File: src/rtl/umq_access_arbiter.sv
// Front-end arbiter for the unexpected-message-queue CAM: serializes network inserts
// and receive-request finds round-robin, and returns find results over valid/ready.
module umq_access_arbiter #(
  parameter int packetizer_width = 128,
  parameter int ADDR_WIDTH       = 16,
  parameter int DEPTH_LIMIT      = 65535,
  parameter int FIND_TIMEOUT     = 15,
  parameter int STAT_WIDTH       = 16
) (
  input  logic                        clk,
  input  logic                        rst,
  input  logic                        net_valid,
  output logic                        net_ready,
  input  logic [packetizer_width-1:0] net_message,
  input  logic                        req_valid,
  output logic                        req_ready,
  input  logic [31:0]                 req_request,
  output logic                        resp_valid,
  input  logic                        resp_ready,
  output logic                        resp_found,
  output logic                        resp_timeout,
  output logic [31:0]                 resp_data,
  output logic                        cam_insert,
  output logic [packetizer_width-1:0] cam_message,
  output logic                        cam_find,
  output logic [31:0]                 cam_request,
  input  logic                        cam_found,
  input  logic                        cam_not_found,
  input  logic [31:0]                 cam_data,
  output logic [ADDR_WIDTH:0]         occupancy,
  output logic [STAT_WIDTH-1:0]       stat_ins,
  output logic [STAT_WIDTH-1:0]       stat_hit,
  output logic [STAT_WIDTH-1:0]       stat_miss
);

  localparam logic [1:0] S_IDLE      = 2'd0;
  localparam logic [1:0] S_FIND_WAIT = 2'd1;
  localparam logic [1:0] S_RESP      = 2'd2;
  localparam logic [1:0] S_GUARD     = 2'd3;

  localparam logic GRANT_NET  = 1'b0;
  localparam logic GRANT_FIND = 1'b1;

  localparam int TIMER_W = $clog2(FIND_TIMEOUT + 2);
  localparam logic [TIMER_W-1:0]  TIMEOUT_V   = TIMER_W'(FIND_TIMEOUT);
  localparam logic [ADDR_WIDTH:0] DEPTH_LIM_V = (ADDR_WIDTH + 1)'(DEPTH_LIMIT);

  logic [1:0]                  state_q, state_d;
  logic                        last_grant_q, last_grant_d;
  logic [packetizer_width-1:0] msg_q, msg_d;
  logic [31:0]                 req_q, req_d;
  logic                        cam_insert_q, cam_insert_d;
  logic                        cam_find_q, cam_find_d;
  logic [TIMER_W-1:0]          timer_q, timer_d;
  logic                        found_q, found_d;
  logic                        timeout_q, timeout_d;
  logic [31:0]                 data_q, data_d;
  logic [ADDR_WIDTH:0]         occ_q, occ_d;
  logic [STAT_WIDTH-1:0]       ins_q, ins_d;
  logic [STAT_WIDTH-1:0]       hit_q, hit_d;
  logic [STAT_WIDTH-1:0]       miss_q, miss_d;

  logic idle;
  logic net_eligible;
  logic grant_net;
  logic grant_req;

  // A full queue makes the network side ineligible, so a pending request wins any tie.
  assign idle         = (state_q == S_IDLE);
  assign net_eligible = net_valid && (occ_q < DEPTH_LIM_V);
  assign grant_net    = idle && net_eligible && (!req_valid || last_grant_q == GRANT_FIND);
  assign grant_req    = idle && req_valid && (!net_eligible || last_grant_q == GRANT_NET);

  assign net_ready    = grant_net;
  assign req_ready    = grant_req;
  assign resp_valid   = (state_q == S_RESP);
  assign resp_found   = found_q;
  assign resp_timeout = timeout_q;
  assign resp_data    = data_q;
  assign cam_insert   = cam_insert_q;
  assign cam_message  = msg_q;
  assign cam_find     = cam_find_q;
  assign cam_request  = req_q;
  assign occupancy    = occ_q;
  assign stat_ins     = ins_q;
  assign stat_hit     = hit_q;
  assign stat_miss    = miss_q;

  always_comb begin
    // NOTE: every _d starts from its held value so no path through the case leaves a latch.
    state_d      = state_q;
    last_grant_d = last_grant_q;
    msg_d        = msg_q;
    req_d        = req_q;
    cam_insert_d = 1'b0;
    cam_find_d   = 1'b0;
    timer_d      = timer_q;
    found_d      = found_q;
    timeout_d    = timeout_q;
    data_d       = data_q;
    occ_d        = occ_q;
    ins_d        = ins_q;
    hit_d        = hit_q;
    miss_d       = miss_q;

    case (state_q)
      S_IDLE: begin
        if (grant_net) begin
          msg_d        = net_message;
          cam_insert_d = 1'b1;
          occ_d        = occ_q + 1'b1;
          if (ins_q != '1) ins_d = ins_q + 1'b1;
          last_grant_d = GRANT_NET;
          state_d      = S_GUARD;
        end else if (grant_req) begin
          req_d        = req_request;
          cam_find_d   = 1'b1;
          timer_d      = '0;
          last_grant_d = GRANT_FIND;
          state_d      = S_FIND_WAIT;
        end
      end
      S_FIND_WAIT: begin
        timer_d = timer_q + 1'b1;
        if (cam_found) begin
          data_d    = cam_data;
          found_d   = 1'b1;
          timeout_d = 1'b0;
          if (occ_q != '0) occ_d = occ_q - 1'b1;
          if (hit_q != '1) hit_d = hit_q + 1'b1;
          state_d   = S_RESP;
        end else if (cam_not_found || timer_q == TIMEOUT_V) begin
          data_d    = '0;
          found_d   = 1'b0;
          timeout_d = !cam_not_found;
          if (miss_q != '1) miss_d = miss_q + 1'b1;
          state_d   = S_RESP;
        end
      end
      S_RESP: begin
        if (resp_ready) state_d = S_GUARD;
      end
      S_GUARD: state_d = S_IDLE;
      default: state_d = S_IDLE;
    endcase
  end

  always_ff @(posedge clk) begin
    if (rst) begin
      state_q      <= S_IDLE;
      last_grant_q <= GRANT_FIND;
      // NOTE: the wide message/request registers are reset too, because they drive ports that must read 0 out of reset.
      msg_q        <= '0;
      req_q        <= '0;
      cam_insert_q <= 1'b0;
      cam_find_q   <= 1'b0;
      timer_q      <= '0;
      found_q      <= 1'b0;
      timeout_q    <= 1'b0;
      data_q       <= '0;
      occ_q        <= '0;
      ins_q        <= '0;
      hit_q        <= '0;
      miss_q       <= '0;
    end else begin
      // NOTE: non-blocking updates so every flop samples the pre-edge values computed above.
      state_q      <= state_d;
      last_grant_q <= last_grant_d;
      msg_q        <= msg_d;
      req_q        <= req_d;
      cam_insert_q <= cam_insert_d;
      cam_find_q   <= cam_find_d;
      timer_q      <= timer_d;
      found_q      <= found_d;
      timeout_q    <= timeout_d;
      data_q       <= data_d;
      occ_q        <= occ_d;
      ins_q        <= ins_d;
      hit_q        <= hit_d;
      miss_q       <= miss_d;
    end
  end

endmodule
File: config.mk
export PLATFORM = sky130hd
export DESIGN_NAME = umq_access_arbiter
export DESIGN_NICKNAME = d
export VERILOG_FILES = /design/src/rtl/umq_access_arbiter.sv
export SDC_FILE = /design/constraint.sdc
export NUM_CORES = 1
export LEC_CHECK = 0
export CORE_AREA = 2 2 182 184
export DETAILED_ROUTE_END_ITERATION = 7
export DIE_AREA = 0 0 184 186
export GPL_TIMING_DRIVEN = 0
export PLACE_DENSITY_LB_ADDON = 0.12
export RECOVER_POWER = 50
export SLEW_MARGIN = 20
export SYNTH_ARGS = -nofsm -noshare
export SYNTH_HDL_FRONTEND = slang
export SYNTH_SLANG_ARGS = --single-unit
File: constraint.sdc
create_clock -name clk -period 2.9 [get_ports clk]
set_clock_uncertainty 0.1 [all_clocks]
set_input_delay 0.725 -clock clk [delete_from_list [all_inputs] [get_ports clk]]
set_output_delay 0.725 -clock clk [all_outputs]
set_load 0.05 [all_outputs]
Yosys cells after proc, flatten, opt, wreduce, memory -nomap -nowiden
Index checks and enable logic that the tools add are counted.
Storage, ports and cells
  bits in registers: 269
  output and inout port bits: 264
  word-level logic and storage cells: 91
  bits of input ports: 199
Cells by class
  $add $sub $neg: 6
  bitwise operators: 4
  reductions and logical operators: 28
  order comparisons: 1
  eq/ne operators: 15
  muxes and demuxes: 23
Operators with widths (count)
  32-bit two-way mux: 2
  17-bit two-way mux: 3
  16-bit by 1-bit adder with 16-bit output, second input constant: 3
  16-bit inequality test, second input constant: 3
  17-bit case mux with 2 select lines: 1
  17-bit by 1-bit adder with 17-bit output, second input constant: 1
  17-bit by 16-bit < comparator with 1-bit output, second input constant: 1
  17-bit nonzero test: 1
  17-bit by 1-bit subtractor with 17-bit output, second input constant: 1
  3-bit AND reduction: 5
  2-bit two-way mux: 5
  5-bit two-way mux: 2
  2-bit inequality test, second input constant: 5
  5-bit case mux with 2 select lines: 1
  1-bit two-way mux: 8
  2-bit case mux with 4 select lines: 1
  4-bit AND reduction: 2
  3-bit inequality test, second input constant: 2
  2-bit AND reduction: 3
  2-bit nonzero test: 3
  5-bit by 1-bit adder with 5-bit output, second input constant: 1
  5-bit by 4-bit == test with 1-bit output, second input constant: 1
  1-bit logical AND: 5
  2-bit == test, second input constant: 2
  8 further kinds: 15

Depth between registers and ports, before layout
  depth after elaboration: 8
  depth in mapped cells: 11
  mapped depth without buffers: 9

Worst setup path after synthesis
OpenSTA, ideal clock, no wires.
  kind: register -> output
  start point: register occ_q[0], in the netlist occupancy[0]
  end point: output port req_ready
  arrival time: 2.080 ns
  buffers on the path: 1
  slack: -0.005 ns
  cell stages (with the launch flop): 6
  data required time: 2.075 ns
  cells stage by stage: dfxtp_1 nand4_1 o41ai_4 o211ai_1 inv_1 buf_2
On the way
  longest elaborated chain between the ends: 5
Ends and longest elaborated chain
  from (decl): RTL line 58  | logic [ADDR_WIDTH:0] occ_q, occ_d;
  from (signal assigned): RTL line 161  | occ_q <= '0;
  from (signal assigned): RTL line 177  | occ_q <= occ_d;
  17-bit by 16-bit < comparator with 1-bit output: RTL line 70  | assign net_eligible = net_valid && (occ_q < DEPTH_LIM_V);
  1-bit logical AND: RTL line 70
  1-bit logical NOT: RTL line 72  | assign grant_req = idle && req_valid && (!net_eligible || last_grant_q == GRANT_NET);
  1-bit logical OR: RTL line 72
  1-bit logical AND: RTL line 72
  to (decl): RTL line 16  | output logic req_ready,
Every way passes these cells.

Final worst setup path
  start point: register occ_q[6], in the netlist occupancy[6]
  end point: output port req_ready
Same word-level chain as after synthesis.

==> key figures <==
Floorplan
  – I/O pins: 463
  – Core Rows: 66
  – Die ar.: 0.03422 mm²
  – Die Width: 184 µm
  – Die H: 186 µm
  – Starting Density: 0.3342
  – Core ar.: 0.03221 mm²

Logic synthesis
  – Async S/R FF share, synth: 0
  – Syn Inst Count: 1,311
  – Synth area leader: dfxtp_1
  – Synth warn: 0
  – Post-Synthesis Cell Area: 0.01076 mm²
  – Post-synthesis area per instance: 8.211 µm²
  – Number of synthesized register bits: 269
  – Net count after synthesis: 1,535
  – Number of synthesized flops with an enable pin: 0
  – Post-synth cell types: 56
  – Top-area cell type share of the netlist area: 0.5003
  – Register area share after synthesis: 0.5003
  – Main synth FF type: dfxtp_1
  – Commonest cells post-synth: 368 x nand2_1, 269 x dfxtp_1, 195 x a21oi_1
  – Cell with the most instances after synthesis: nand2_1
  – Synth area leaders: dfxtp_1 50%, nand2_1 13%, a21oi_1 9.1%, nor2_1 3.6%, ha_1 2.8%

STA
  – RSZ-0062 raised after global routing: yes
  – Hold WS: 0.3506 ns
  – Final Cycle Share: 1.029
  – Rel. slew slack: 0.4683
  – Fmax: 335.0 MHz
  – Min Clock Period, post-route: 2.985 ns
  – Fin worst setup slack: -0.08487 ns
  – Worst-margin pin slew: 0.7903 ns
  – Hold Fails Final Rpt: 0
  – Fin. max-slew vios: 0
  – Final setup vio count: 2

Outcome
  – Failing checks: setup timing
  – Status: complete, but fails checks

Placed design
  – Cell Area, Placed: 0.01589 mm²
  – Hpwl dp: 30.45 mm
  – GP Congestion: 0.8543
  – I/O Buffers: 461
  – Post-Place Cells: 2,180

Finish
  – Layout cells sized above 1: 0.07341
  – Post-route cell area: 0.01711 mm²
  – Final Non-Filler Cells: 2,251
  – Nets: 2,041
  – P&R area growth vs syn: 58.97%
  – # fillers: 3,076
  – Area occupied by multi-input gates: 0.004927 mm²
  – Reg area: 0.005420 mm²

Clock network
  – CTS tree: built
  – Clk root buf: clkbuf_16
  – Clock sink count: 269
  – Worst-path clk slew: 0.06 ns
  – Inserted Clock Buffers: 31
  – Worst skew pair latency: 0.56 ns
  – Max clock buf depth: 3
  – H-tree depth: 1
  – Hold_buf cts: 0

Detailed routing
  – WL per Instance: 18.17 µm
  – Final wirelength: 40.91 mm
  – Drt drc: 0
  – Drt via density: 4.868
  – DRT antenna net count: 0
  – Detailed Routing Iterations Pass 1: 5
  – 1st-iter DRT viols: 566
  – Vias: 10,960

Global routing
  – Initial antenna violation count: 5
  – Grt total ovfl: 0
  – Pin count of the biggest net entering global routing: 19
  – GRT Total Usage: 0.2245
  – First-pass GRT wire length: 59.57 mm
  – Vias in the first global route: 10,240

Job
  – # Max-Cap Violations: 0

Setup path
  – R2R setup slack: 0.18 ns
  – RR Startpoint: state_q[1]
  – CP startpoint: occupancy[6]
  – Critical path fanouts, max: 2
  – R2r worst-path depth: 9
  – Worst Path Required: 2.08 ns
  – Nature of the critical path startpoint: flop
  – Crit path DAT: 2.16 ns
  – Crit path capture type: output port
  – Setup CP Type: flop to output port

Power
  – Lkg Pwr: 6.260 nW
  – Power density over the cells: 951.1 mW/mm²
  – Maximum VDD drop: 0.0005843 V

Min path
  – Hold path startpoint: cam_message[80]
  – Hold Crit Depth: 2
  – Worst hold-check path type: flop to flop
## path summary, 6_finish.rpt
kind,to
worst max-delay path,req_ready
worst min-delay path,cam_message[80]
worst max register to register,occupancy[16]
worst min register to register,cam_message[80]
## sequential cells by signal, indices dropped and copies added, names as in the netlist, 5 cells and up
name and flops:
cam_request 32, timer_q 5, occupancy 17, stat_miss 16, stat_ins 16, stat_hit 16, resp_data 32, cam_message 128
## timing repair
action	in CTS	in global routing
gates resized for setup	52	12
pin swaps	5	2
buffers inserted	16	1
endpoints found under the setup margin	50	6
endpoints found under the hold margin	0	0
cloned	0	0
## placed cells by master, fill, tap and decap left out, drive strengths merged, types with 5 or more instances in the layout
master         instances
a21oi                195
ha                    24
inv                   17
clkbuf                86
nor3                  12
a31oi                  6
nor4                   7
o211ai                 5
clkdlybuf4s50        458
o21ai                 15
a211oi                12
clkinv                 7
xor2                  31
nand3                 26
xnor2                 20
and2                   6
a22oi                 32
nor2b                  5
nand2                368
dfxtp                269
and3                  10
buf                   55
and4                   5
nor2                 103
nand4                 25
## per-stage QoR
stage               total power, mW  utilization  setup slack (ns)  TNS, ns
floorplan                     9.745            -           0.01841        0
global placement              12.23       0.4934            -1.294   -25.08
detailed placement            12.29       0.4934            -1.301   -27.17
CTS                           16.42       0.5308           -0.1547  -0.2372
global route                  17.19       0.5313           -0.1694  -0.2795
finish                        16.27       0.5313          -0.08487  -0.1283
## power by group
part | internal [mW] | switching [mW] | leakage [nW]
Combinational | 2.68 | 4.99 | 3.57
Clock | 2.24 | 1.55 | 0.493
Sequential | 4.38 | 0.428 | 2.20
Total | 9.30 | 6.97 | 6.26
## worst max-delay path, stage by stage (launching register included)
cell and delay (ns):
dfxtp_4 0.36, nand4_1 0.17, o41ai_4 0.43, buf_4 0.19
o211ai_1 0.09, buf_4 0.16, inv_4 0.07, buf_8 0.14
## cell type report
type                    count  share of cell area
flip-flops and latches    269              0.3168
multi-input cells         944              0.2880
repair buffers            478              0.2779
clock buffers              45             0.05309
well taps                 408             0.02983
plain buffers              77             0.02501
clock inverters            10            0.004753
inverters                  16            0.004095
diodes                      4           0.0005850
## cells by family after synthesis
logic type | Yosys count | synth area share
AND/OR/NAND/NOR | 577 | 0.2235
AO/OA/AOI/OAI | 287 | 0.1547
flip-flops | 269 | 0.5003
buffers and inverters | 98 | 0.04638
XOR/XNOR | 51 | 0.04150
adder cells (fa/ha/maj) | 25 | 0.02976
multiplexers | 4 | 0.003836
## metal layers
layer,share of wire,wire [µm],track usage,vias up
met2,0.48,19460,0.3762,361
met1,0.41,16750,0.2697,5075
met3,0.084,3429,0.07259,64
li1,-,-,-,5456
met4,0.031,1250,0.08064,2
met5,0.00032,13,0,-
Power figures use the tool's default switching activity.
==> patch 1, RTL diff (same flow settings) <==
`data_q` no longer has a reset.
--- a/src/rtl/umq_access_arbiter.sv
+++ b/src/rtl/umq_access_arbiter.sv
@@ -157,7 +157,6 @@
       timer_q      <= '0;
       found_q      <= 1'b0;
       timeout_q    <= 1'b0;
-      data_q       <= '0;
       occ_q        <= '0;
       ins_q        <= '0;
       hit_q        <= '0;
@@ -173,7 +172,6 @@
       timer_q      <= timer_d;
       found_q      <= found_d;
       timeout_q    <= timeout_d;
-      data_q       <= data_d;
       occ_q        <= occ_d;
       ins_q        <= ins_d;
       hit_q        <= hit_d;
@@ -181,4 +179,8 @@
     end
   end
 
+  always_ff @(posedge clk) begin
+    data_q <= data_d;
+  end
+
 endmodule
Behaviour: differs if rst is asserted again (counterexample within 4 cycles, from zero or initial values and one cycle with rst high); with rst held inactive, the same outputs for 4 cycles.
==> patch 1 against the unedited design <==
Synthesized cell count decreased by 3.4%. Die area is the same. The flow still finishes with violations (negative setup slack). Sequential cell count did not move. Via count decreased by 3.8%. Largest cell class unchanged. Design area up 1.1%. Sequential share of layout area is 1.6 points higher. Total power shrank 0.32%. Setup slack gained 0.067 ns. Routed wire length fell by 3.1%. Area after synthesis is 0.67% higher.
==> patch 1: results (changes against the unedited design) <==
* Met1 global-route usage at 0.252 (-0.0181)
* CP Launch Point: occupancy[6]$_SDFFE_PP0P_
* Synth Area in Compound Gates at 0.135 (-0.0194)
* Setup WS pre-CTS at -1.42 ns (-0.116 ns)
* DP Area at 16000 um2 (+0.67%)
* Xor and xnor area share after synthesis at 0.0388 (-0.00270)
* Slew margin rel. at 0.521 (+0.0531)
* Mux cell area share after synthesis at 0.00462 (+0.000783)
* Detailed-route wire length on metal 1 at 15500 um (-7.2%)
* Failing checks: negative setup slack
* CP arrival at 2.09 ns (-0.07 ns)
* Netlist cell types at 61 (+8.9%)
* Worst reg2reg path depth at 12 (+3)
* Gr usage total at 0.219 (-0.00537)
* Final net count at 2007 (-1.7%)
* CTS root buf: clkbuf_16
* DP HPWL at 29800 um (-2.0%)
* Worst r2r dst: occupancy[13]$_SDFFE_PP0P_
* Placed Cells at 2137 (-2.0%)
* Mean number of vias per cell at 4.75 (-2.3%)
* Setup Viol. Count Final at 2 (unchanged)
* Routed wl met3 at 3880 um (+13%)
* Synthesized Nets at 1491 (-2.9%)
* Clk slew on worst S/H paths at 0.06 ns (about the same)
* Max layer used: met4
* Share of cells above drive strength 1 at 0.0775 (+0.00407)
* Worst Path Max Fanout at 3 (+1)
* Worst Slack Setup Final at -0.0182 ns (+0.0667 ns)
* Sequential fraction of the synthesis area at 0.526 (+0.0262)
* Vias in the first global route at 10100 (-1.0%)
* Met3 usage at 0.0755 (+0.00293)
* First-pass GRT wire length at 58100 um (-2.4%)
* Crit Reg-Reg Startpoint: state_q[0]$_SDFFE_PP0P_
* Synth cell count leaders: 358 x nand2_1, 237 x dfxtp_1, 195 x a21oi_1
* Adder-cell share of the synthesized area at 0.0296 (-0.000199)
* P_leak at 6.85 nW (+9.4%)
* Peak VDD IR at 507 uV (-13%)
* Hold worst-path end: cam_message[34]$_SDFFE_PP0P_
* Hold Path Class: reg -> reg
* Wire per inst at 17.9 um (-1.6%)
* Setup TNS at -0.0345 ns (+0.0938 ns)
* Routed wl met2 at 18900 um (-2.8%)
* EDFF count, synth at 32 (+32)
* GRT met2 Usage at 0.378 (+0.00166)
* Mean Syn Cell Area at 8.55 um2 (+4.2%)
* Non-Filler Instances at 2217 (-1.5%)
* RePlAce Congestion at 0.882 (+3.2%)
* # H-tree levels at 1 (unchanged)
* Hold Startpoint: cam_message[34]$_SDFFE_PP0P_
* Initial DRC Count at 414 (-27%)
* Hold slack at 0.348 ns (-0.00225 ns)
* Initial antenna violation count at 2 (-3)
* Status: complete, but fails checks
* Ranking of synthesized cells by area: dfxtp_1 44%, nand2_1 12%, a21oi_1 9.0%
-- patch 1: timing repair --
| item | 4_1_cts | 5_1_grt |
|---|---|---|
| setup endpoints to repair | 130 | 19 |
| endpoints found under the hold margin | 0 | 0 |
| buffers inserted | 16 | 10 |
| pin swaps | 7 | 9 |
| gates resized for setup | 53 | 20 |
-- patch 1: layout make-up --
class	instances	area, um2
Multi-Input combinational cell	909	4800
Timing Repair Buffer	488	4850
Inverter	15	63.8
Buffer	69	303
Clock inverter	8	75.1
Sequential cell	269	5750
Tap cell	408	510
Fill cell	3038	14900
Antenna cell	2	5.00
Clock buffer	49	933
-- patch 1: critical path: stages, from the launching register on --
cell,delay (ns)
dfxtp_4,0.35
nand4_1,0.16
o41ai_4,0.52
or2_1,0.18
buf_6,0.13
inv_8,0.04
buf_12,0.14
-- patch 1: report_power, final --
part	switching [W]	total (W)	internal (W)	leakage [nW]
combinational	0.00503	0.00744	0.00242	4.11
clock	0.00156	0.00384	0.00228	0.496
sequential	0.000401	0.00494	0.00453	2.24
==> patch 2, RTL diff (config.mk and constraints unchanged) <==
Without the edit above. Set the parameter `STAT_WIDTH` to 18 (it was 16).
--- a/src/rtl/umq_access_arbiter.sv
+++ b/src/rtl/umq_access_arbiter.sv
@@ -5,7 +5,7 @@
   parameter int ADDR_WIDTH       = 16,
   parameter int DEPTH_LIMIT      = 65535,
   parameter int FIND_TIMEOUT     = 15,
-  parameter int STAT_WIDTH       = 16
+  parameter int STAT_WIDTH       = 18
 ) (
   input  logic                        clk,
   input  logic                        rst,
Ports: changed (resized stat_hit, stat_ins and stat_miss); port bits go from 463 to 469. No check against the original RTL was run, so the function may have changed too.
==> patch 2 against the unedited design <==
Area after synthesis is 1.4% higher. Core utilization grew 1.9 points. Total power is 4.9% higher. Design area increased by 3.6%. Routed wire length is 1.8% higher. Worst hold slack improved by 0.0013 ns. Highest routed layer is now met4. The flow still finishes with violations (negative setup slack). Setup slack got worse by 0.029 ns. First-iteration DRC count down 19%. Register-to-register slack worse by 0.20 ns. Sequential cell count up 6. Combinational power is 6.8% higher.
==> patch 2: results (changes against the unedited design) <==
* Worst Slack Setup Final at -0.113 ns (-0.0286 ns)
* Peak VDD IR at 497 uV (-15%)
* Worst Tran Pin Value at 0.882 ns (+0.0920 ns)
* Gr usage total at 0.227 (+0.00225)
* Synth Area in Compound Gates at 0.147 (-0.00753)
* NonClk Buf Share at 0.302 (-0.00125)
* CLK BUF at 44 (-2.2%)
* Netlist cell types at 57 (+1.8%)
* Wire per inst at 18.1 um (-0.19%)
* Worst path max stage delay at 0.48 ns (+0.05 ns)
* Initial antenna violation count at 1 (-4)
* Vias in the first global route at 10600 (+3.6%)
* Routed wl met3 at 2970 um (-13%)
* Sequential fraction of the synthesis area at 0.504 (+0.00407)
* Failing checks: negative setup slack
* Synth cell count leaders: 349 x nand2_1, 275 x dfxtp_1, 187 x a21oi_1
* FF/Latch Area at 5560 um2 (+2.5%)
* Filler Cell Count at 2982 (-3.1%)
* Crit-path leading delay family: compound AO/OA/AOI/OAI gates
* Initial DRC Count at 460 (-19%)
* Mean number of vias per cell at 4.88 (+0.16%)
* GRT met2 Usage at 0.393 (+0.0165)
* Setup Viol. Count Final at 3 (+1)
* Largest net degree at the start of global routing at 16 (-3)
* Share of cells above drive strength 1 at 0.0837 (+0.0103)
* Ranking of synthesized cells by area: dfxtp_1 50%, nand2_1 12%, a21oi_1 8.6%
* Antenna cells at 1 (-3)
* Sequential power share at 0.289 (-0.007)
* Psw at 0.00730 W (+4.7%)
* Setup TNS at -0.139 ns (-0.0102 ns)
* Repair and plain buffers at 582 (+4.9%)
* First-pass GRT wire length at 60400 um (+1.4%)
* Synthesized Nets at 1552 (+1.1%)
* Status: complete, but fails checks
* Detailed-route wire length on metal 1 at 16900 um (+0.97%)
## patch 2: changes by cell type in the layout (fill, tap and decap cells not counted), moves of 6 or more
| cell | delta |
|---|---|
| buf_6 | -12 |
| nor2_1 | +22 |
| buf_2 | -6 |
| nand2_1 | -19 |
| a21oi_1 | -12 |
| nor2b_1 | +6 |
| nand4_1 | -9 |
| mux2i_1 | +6 |
| clkbuf_1 | +16 |
| buf_4 | +17 |
## patch 2: path summary, 6_finish.rpt
path	from	endpoint	slack, ns	cells past startpoint
setup / recovery	occupancy[7]$_SDFFE_PP0P_	net_ready	-0.11	7
hold / removal	cam_message[120]$_SDFFE_PP0P_	cam_message[120]$_SDFFE_PP0P_	0.35	2
setup reg to reg	state_q[1]$_SDFFE_PP0P_	occupancy[16]$_SDFFE_PP0P_	-0.02	11
hold reg to reg	cam_message[120]$_SDFFE_PP0P_	cam_message[120]$_SDFFE_PP0P_	0.35	2
